### config.mk
export PLATFORM = sky130hd
export DESIGN_NAME = pipe_ctrl
export DESIGN_NICKNAME = d
export VERILOG_FILES = /design/src/rtl/y86_pkg.sv /design/src/rtl/pipe_hazard_detect.sv /design/src/rtl/pipe_ctrl.sv
export SDC_FILE = /design/constraint.sdc
export NUM_CORES = 1
export LEC_CHECK = 0
export ABC_AREA = 1
export BUFFER_PORTS_ARGS = -buffer_cell sky130_fd_sc_hd__buf_2
export CAP_MARGIN = 20
export CORE_MARGIN = 8
export CORE_UTILIZATION = 37
export CTS_BUF_LIST = sky130_fd_sc_hd__clkbuf_16
export CTS_CLUSTER_SIZE = 30
export DETAILED_ROUTE_END_ITERATION = 10
export PLACE_DENSITY = 0.92
export REMOVE_ABC_BUFFERS = 1
export SYNTH_ARGS = -nofsm -noshare
export SYNTH_HDL_FRONTEND = slang
export SYNTH_SLANG_ARGS = --single-unit
### constraint.sdc
create_clock -name clk -period 2.7 [get_ports clk]
set_clock_uncertainty 0.1 [all_clocks]
set_input_delay 0.27 -clock clk [delete_from_list [all_inputs] [get_ports clk]]
set_output_delay 0.27 -clock clk [all_outputs]
set_load 0.05 [all_outputs]
### src/rtl/y86_pkg.sv
`default_nettype none
// +----------------------------------------------------------------------------+
// | y86_pkg : shared Y86-64 icode, status and pipe-control FSM encodings        |
// | Revision: 1.0                                                                |
// +----------------------------------------------------------------------------+
package y86_pkg;

  localparam logic [3:0] I_HALT   = 4'h0;
  localparam logic [3:0] I_NOP    = 4'h1;
  localparam logic [3:0] I_MRMOVQ = 4'h5;
  localparam logic [3:0] I_OPQ    = 4'h6;
  localparam logic [3:0] I_JXX    = 4'h7;
  localparam logic [3:0] I_RET    = 4'h9;
  localparam logic [3:0] I_POPQ   = 4'hB;

  localparam logic [1:0] STAT_AOK = 2'b00;
  localparam logic [1:0] STAT_HLT = 2'b01;
  localparam logic [1:0] STAT_ADR = 2'b10;
  localparam logic [1:0] STAT_INS = 2'b11;

  localparam logic [3:0] RNONE = 4'hf;

  typedef logic [1:0] state_t;
  localparam state_t ST_RUN    = 2'd0;
  localparam state_t ST_DRAIN  = 2'd1;
  localparam state_t ST_HALTED = 2'd2;

endpackage
`default_nettype wire

### src/rtl/pipe_hazard_detect.sv
`default_nettype none
// +----------------------------------------------------------------------------+
// | pipe_hazard_detect : combinational load/use, ret, mispredict, exception     |
// | Revision: 1.0                                                                |
// +----------------------------------------------------------------------------+
module pipe_hazard_detect
  import y86_pkg::*;
(
  input  logic [3:0] D_icode,
  input  logic [3:0] d_srcA,
  input  logic [3:0] d_srcB,
  input  logic [3:0] E_icode,
  input  logic [3:0] E_dstM,
  input  logic       e_Cnd,
  input  logic [3:0] M_icode,
  input  logic [1:0] m_stat,
  input  logic [1:0] W_stat,
  output logic       lu,
  output logic       ret,
  output logic       mis,
  output logic       exc
);

  always_comb begin
    lu  = ((E_icode == I_MRMOVQ) || (E_icode == I_POPQ)) &&
          (E_dstM != RNONE) &&
          ((E_dstM == d_srcA) || (E_dstM == d_srcB));
    ret = (D_icode == I_RET) || (E_icode == I_RET) || (M_icode == I_RET);
    mis = (E_icode == I_JXX) && !e_Cnd;
    exc = (m_stat != STAT_AOK) || (W_stat != STAT_AOK);
  end

endmodule
`default_nettype wire

### src/rtl/pipe_ctrl.sv
`default_nettype none
// +----------------------------------------------------------------------------+
// | pipe_ctrl : Y86-64 pipeline control, run/drain/halt FSM, status latch;      |
// |             perf counters built only when PIPE_CTRL_PERF_CNT_EN is defined   |
// | Revision: 1.0                                                                |
// +----------------------------------------------------------------------------+
module pipe_ctrl
  import y86_pkg::*;
#(
  parameter int CNT_W = 32
) (
  input  logic             clk,
  input  logic             rst_n,
  input  logic [3:0]       D_icode,
  input  logic [3:0]       d_srcA,
  input  logic [3:0]       d_srcB,
  input  logic [3:0]       E_icode,
  input  logic [3:0]       E_dstM,
  input  logic             e_Cnd,
  input  logic [3:0]       M_icode,
  input  logic [1:0]       m_stat,
  input  logic [3:0]       W_icode,
  input  logic [1:0]       W_stat,
  output logic             F_stall,
  output logic             D_stall,
  output logic             D_bubble,
  output logic             E_bubble,
  output logic             M_bubble,
  output logic             W_stall,
  output logic             set_cc,
  output logic [1:0]       cpu_stat,
  output logic             halted,
  output logic [CNT_W-1:0] cycle_cnt,
  output logic [CNT_W-1:0] instr_cnt,
  output logic [CNT_W-1:0] bubble_cnt
);

  logic   w_lu, w_ret, w_mis, w_exc;
  state_t state_q, state_d;
  logic [1:0] cpu_stat_q, cpu_stat_d;

  pipe_hazard_detect u_hazard (
    .D_icode (D_icode),
    .d_srcA  (d_srcA),
    .d_srcB  (d_srcB),
    .E_icode (E_icode),
    .E_dstM  (E_dstM),
    .e_Cnd   (e_Cnd),
    .M_icode (M_icode),
    .m_stat  (m_stat),
    .W_stat  (W_stat),
    .lu      (w_lu),
    .ret     (w_ret),
    .mis     (w_mis),
    .exc     (w_exc)
  );

  // Reset forces bubbles straight through so the pipe registers load nops.
  always_comb begin
    F_stall  = 1'b0;
    D_stall  = 1'b0;
    D_bubble = 1'b0;
    E_bubble = 1'b0;
    M_bubble = 1'b0;
    W_stall  = 1'b0;
    set_cc   = 1'b0;
    if (!rst_n) begin
      D_bubble = 1'b1;
      E_bubble = 1'b1;
      M_bubble = 1'b1;
    end else if (state_q == ST_HALTED) begin
      F_stall = 1'b1;
      D_stall = 1'b1;
      W_stall = 1'b1;
    end else begin
      F_stall  = w_lu | w_ret;
      D_stall  = w_lu;
      D_bubble = w_mis | (w_ret & ~w_lu);
      E_bubble = w_mis | w_lu;
      M_bubble = w_exc;
      W_stall  = (W_stat != STAT_AOK);
      set_cc   = (E_icode == I_OPQ) && !w_exc;
    end
  end

  always_comb begin
    state_d    = state_q;
    cpu_stat_d = cpu_stat_q;
    case (state_q)
      ST_RUN: begin
        if (W_stat != STAT_AOK) begin
          state_d    = ST_HALTED;
          cpu_stat_d = W_stat;
        end else if (m_stat != STAT_AOK) begin
          state_d = ST_DRAIN;
        end
      end
      ST_DRAIN: begin
        if (W_stat != STAT_AOK) begin
          state_d    = ST_HALTED;
          cpu_stat_d = W_stat;
        end
      end
      default: state_d = ST_HALTED;
    endcase
  end

  always_ff @(posedge clk or negedge rst_n) begin
    if (!rst_n) begin
      state_q    <= ST_RUN;
      cpu_stat_q <= STAT_AOK;
    end else begin
      state_q    <= state_d;
      cpu_stat_q <= cpu_stat_d;
    end
  end

  assign cpu_stat = cpu_stat_q;
  assign halted   = (state_q == ST_HALTED);

`ifdef PIPE_CTRL_PERF_CNT_EN
  logic [CNT_W-1:0] cycle_cnt_q, cycle_cnt_d;
  logic [CNT_W-1:0] instr_cnt_q, instr_cnt_d;
  logic [CNT_W-1:0] bubble_cnt_q, bubble_cnt_d;
  logic             w_running;

  // Counters saturate at all-ones rather than wrapping.
  always_comb begin
    w_running    = (state_q != ST_HALTED);
    cycle_cnt_d  = cycle_cnt_q;
    instr_cnt_d  = instr_cnt_q;
    bubble_cnt_d = bubble_cnt_q;
    if (w_running && (cycle_cnt_q != {CNT_W{1'b1}}))
      cycle_cnt_d = cycle_cnt_q + CNT_W'(1);
    if (w_running && (W_stat == STAT_AOK) && (W_icode != I_NOP) &&
        (instr_cnt_q != {CNT_W{1'b1}}))
      instr_cnt_d = instr_cnt_q + CNT_W'(1);
    if (E_bubble && (bubble_cnt_q != {CNT_W{1'b1}}))
      bubble_cnt_d = bubble_cnt_q + CNT_W'(1);
  end

  always_ff @(posedge clk or negedge rst_n) begin
    if (!rst_n) begin
      cycle_cnt_q  <= '0;
      instr_cnt_q  <= '0;
      bubble_cnt_q <= '0;
    end else begin
      cycle_cnt_q  <= cycle_cnt_d;
      instr_cnt_q  <= instr_cnt_d;
      bubble_cnt_q <= bubble_cnt_d;
    end
  end

  assign cycle_cnt  = cycle_cnt_q;
  assign instr_cnt  = instr_cnt_q;
  assign bubble_cnt = bubble_cnt_q;
`else
  logic unused_w_icode;
  assign unused_w_icode = ^W_icode;
  assign cycle_cnt  = '0;
  assign instr_cnt  = '0;
  assign bubble_cnt = '0;
`endif

endmodule
`default_nettype wire

Word-level counts from Yosys, hierarchy flattened --
Cells that the tools add are included.
Word-level totals: input port bits 35, register bits 4, output and inout port bits 106, word-level logic and storage cells 56
Operators by class: muxes and demuxes 18, reduce and logical (&&, ||, !) cells 17, bitwise logic cells 5, equal/unequal tests 14
Operators by type and width (number):
- equality test 4 bit, second input constant | 4
- two-way mux 1 bit | 14
- equality test 4 x 3 -> 1 bit, second input constant | 3
- equality test 4 bit | 2
- two-way mux 2 bit | 3
- logical OR 1 bit | 5
- logical AND 1 bit | 4
- inequality test 4 bit, second input constant | 1
- case mux 2 bit (2 select lines) | 1
- AND reduction 2 bit | 2
- nonzero test 2 bit | 2
- inequality test 3 bit, second input constant | 1
- bitwise OR 1 bit | 3
- equality test 2 x 1 -> 1 bit, second input constant | 1
- equality test 2 bit, second input constant | 1
- logical NOT 1 bit | 2
- logical NOT 2 bit | 1
- inequality test 2 bit, second input constant | 1
- OR reduction 2 bit | 1
- bitwise AND 1 bit | 1
- inverter 1 bit | 1

Logic depth before layout (Yosys ltp) --
word-level depth 9, gate-level depth with buffers 10, gate-level depth less buffers 10

By module --
A second synthesis with hierarchy kept.
Second synthesis, totals: cells, all modules 199, area total of the unflattened synthesis 1234.9 sq um
By module, submodules not included:
- pipe_ctrl | instances 1, sequential area each 100.1 sq um, area each 980.9 sq um, cells an instance 137
- pipe_hazard_detect | instances 1, sequential area each 0.0 sq um, area each 254.0 sq um, cells an instance 62

Worst setup path before layout --
No wires, ideal clock.
path kind in2out, from in W_stat[1], to out set_cc, data required time 2.330 ns, buffers on the path 0, path slack 0.221 ns, arrival 2.109 ns, cell stages on the path 4, cell sequence nor2_1 nor3b_2 nand2_1 nor4_1
Between the ends: cells in the longest elaborated chain, start to end 6
RTL lines:
- start: declaration | RTL line pipe_ctrl.sv:23 | input logic [1:0] W_stat,
- nonzero test 2 bit | RTL line pipe_hazard_detect.sv:30 | exc = (m_stat != STAT_AOK) || (W_stat != STAT_AOK);
- logical OR 1 bit | RTL line pipe_hazard_detect.sv:30
- logical NOT 1 bit | RTL line pipe_ctrl.sv:82 | set_cc = (E_icode == I_OPQ) && !w_exc;
- logical AND 1 bit | RTL line pipe_ctrl.sv:82
- two-way mux 1 bit | RTL line pipe_ctrl.sv:71 | end else if (state_q == ST_HALTED) begin
- two-way mux 1 bit | RTL line pipe_ctrl.sv:67 | if (!rst_n) begin
- end: declaration | RTL line pipe_ctrl.sv:30 | output logic set_cc,
No other way between the ends.

Final worst setup path --
from in rst_n, to out set_cc
Between the ends: cells in the longest elaborated chain, start to end 1
RTL lines:
- start: declaration | RTL line pipe_ctrl.sv:13 | input logic rst_n,
- two-way mux 1 bit | RTL line pipe_ctrl.sv:67
No other way between the ends.

==> impl_metrics.toml <==
[synthesis]
synth_cell_types = 18
synth_common_cells = "buf_4, nand2_1, inv_1"
ys_seq_elements = 4
yosysTopAreaCell = "buf_4"
ys_async_sr_fraction_pct = 100
netlist_area_um2 = 1210
synth_flop_cell = "dfrtp_1"
ys_warn_count = 0
synth.area.top_cells = "buf_4, nand2_1, dfrtp_1"
synth_top_area_share_pct = 59.6
netlist_instances = 190
syn_avg_cell_area_um2 = 6.37
synth_most_common_cell = "buf_4"
ys_seq_area_share_pct = 8.27
synth_edf_count = 0

[min_path]
min_from = "W_stat[0]"
whs_endpoint = "cpu_stat[0]"
hold_depth = 3
hp-class = "input pin to flop"

[power]
leakage_nw = 0.828
p_clk_share_pct = 34.2
ir_drop_uv = 273
p_int_mw = 0.283
p_sw_mw = 0.390
p_comb_share_pct = 56.8
p_sw_share_pct = 58.0
p_per_area_nw_per_um2 = 567
seq_power_share_pct = 9.0

[setup_path]
path_max_fanout = 8
critPathMostFrequentCell = "buf_2"
cp-start-kind = "input pin"
crit_slowest_cell = "dlygate4sd3_1"
end_kind = "primary output"
r2r_end = "cpu_stat[1]"
critPathArrivalTime_ps = 1750
cp_cell_sequence = "dlygate4sd3_1 -> buf_2 -> inv_1 -> nor3_1 -> nand2_1 -> nor4_1 -> buf_2"
r2r_setup_slack_ps = 1860
cp.required_ps = 2330
critPathKind = "input pin to primary output"
reg2reg_depth = 4
cpPeakStageDelay_ps = 520
r2r-start = "state_q[1]"

[die]
dieWidth_um = 73.2
initial_core_util_pct = 39.3
coreArea_um2 = 3080
dieArea_um2 = 5360
die_h_um = 73.2
ioPinCount = 141
row_count = 20

[run_status]
outcome = "finished clean"

[global_routing]
grt_pass1_wl_um = 4050
grt_max_degree = 9
grt-ovfl-total = 0
globalRouteTotalUtil_pct = 9.18
grt_pass1_vias = 949
antenna_found_initial = 0

[clock_network]
clk_latency_ps = 220
cts_tree = "done"
path_clk_slew_ps = 30
cts_resized = 0
cts_inserted_buffers = 3
cts-root-buf = "clkbuf_16"
cts_max_level = 1
clock_sinks = 4
clockBufferDepth = 2

[place]
gp_congestion = 0.721
placed_cell_area_um2 = 1100
io_buffers = 40
dp_hpwl_um = 2660
numPlacedInstances = 273

[finish]
drive_gt1_share_pct = 22.7
fin_area_um2 = 1190
stdcell_count = 277
diodes = 0
area.growth.synth_to_final_pct = -1.96
final_nets = 270

[timing]
timing.fmax_mhz = 471
slew_viol_final = 0
period_share_pct = 78.7
period_needed_ps = 2120
final-setup-viol-count = 0
hold_viol = 0
holdWs_ps = 203
totalNegativeSetupSlack_ps = 0
rsz0062_at_grt = "false"

[drt]
vias = 927
via_per_inst = 3.35
drt_iter0_drc = 23
wire_per_inst_um = 10.0
drt.antenna.violating_nets = 0
drc = 0
wl_um = 2780
drt_first_pass_iters = 4

[run]
maxCapViolations = 0
-- layout make-up --
cell class,instances,area [µm²]
Fill cell,357,1890
Multi-Input combinational cell,166,674
Timing Repair Buffer,41,210
Sequential cell,4,100
Clock buffer,3,75.1
Inverter,19,71.3
Tap cell,44,55.1
-- placed cells by master (no fill, tap or decap), drive strengths merged --
master / instances
conb: 96
nand2: 42
buf: 40
inv: 19
nor2: 10
nand4: 4
dfrtp: 4
nand3: 3
nor3: 3
clkbuf: 3
a21oi: 3
o21ai: 2
nor3b: 1
nand3b: 1
nor4: 1
dlygate4sd3: 1
-- power groups by stage --
stage | combinational (mW) | clock [mW] | sequential [mW]
floorplan | 0.335 | 0 | 0.0611
global placement | 0.373 | 0 | 0.0610
detailed placement | 0.375 | 0 | 0.0610
CTS | 0.376 | 0.233 | 0.0604
global route | 0.400 | 0.241 | 0.0603
finish | 0.382 | 0.230 | 0.0604
-- per-layer routing --
layer / part of all wire [%] / routed length, µm / GRT usage, % / vias to the layer above
li1: - / - / - / 470
met1: 29 / 816 / 8.07 / 387
met2: 54 / 1490 / 17.7 / 70
met3: 17 / 473 / 4.95 / 0
met4: 0 / 0 / 2.00 / 0
met5: 0 / 0 / 0 / -
-- worst max-delay path: cells and delay by family --
family        cells  cell delay (ps)
buf+inv           4             1100
simple gates      3              390
-- metrics by stage --
stage	power (mW)	setup WS, ps	utilization (%)
3_3_place_gp	0.434	1030	35.8
5_1_grt	0.701	454	38.5
4_1_cts	0.669	552	38.5
2_1_floorplan	0.396	221	-
6_report	0.673	576	38.5
3_5_place_dp	0.436	989	35.8
-- sequential cells by signal, summed over array words and instances, names as in the netlist --
| register | cells |
|---|---|
| cpu_stat | 2 |
| state_q | 2 |
-- worst max path at each step --
stage	startpoint	end	slack [ps]	cells past startpoint
after global placement	W_stat[1]	set_cc	1030	6
final	rst_n	set_cc	580	7
after floorplan	W_stat[1]	set_cc	220	4
after detailed placement	W_stat[1]	set_cc	990	6
after CTS	rst_n	set_cc	550	7
after global routing	rst_n	set_cc	450	7
-- cell families after synthesis --
group | synth area share (%)
and+or+nand+nor | 23.6
DFF | 8.27
other | 0.310
buffers and inverters | 65.5
AOI/OAI and AO/OA | 2.38
-- timing repair --
action	4_1_cts	5_1_grt
endpoints found under the hold margin	4	0
hold buffers	1	0
buffers inserted	0	0
Power figures use the tool's default switching activity.
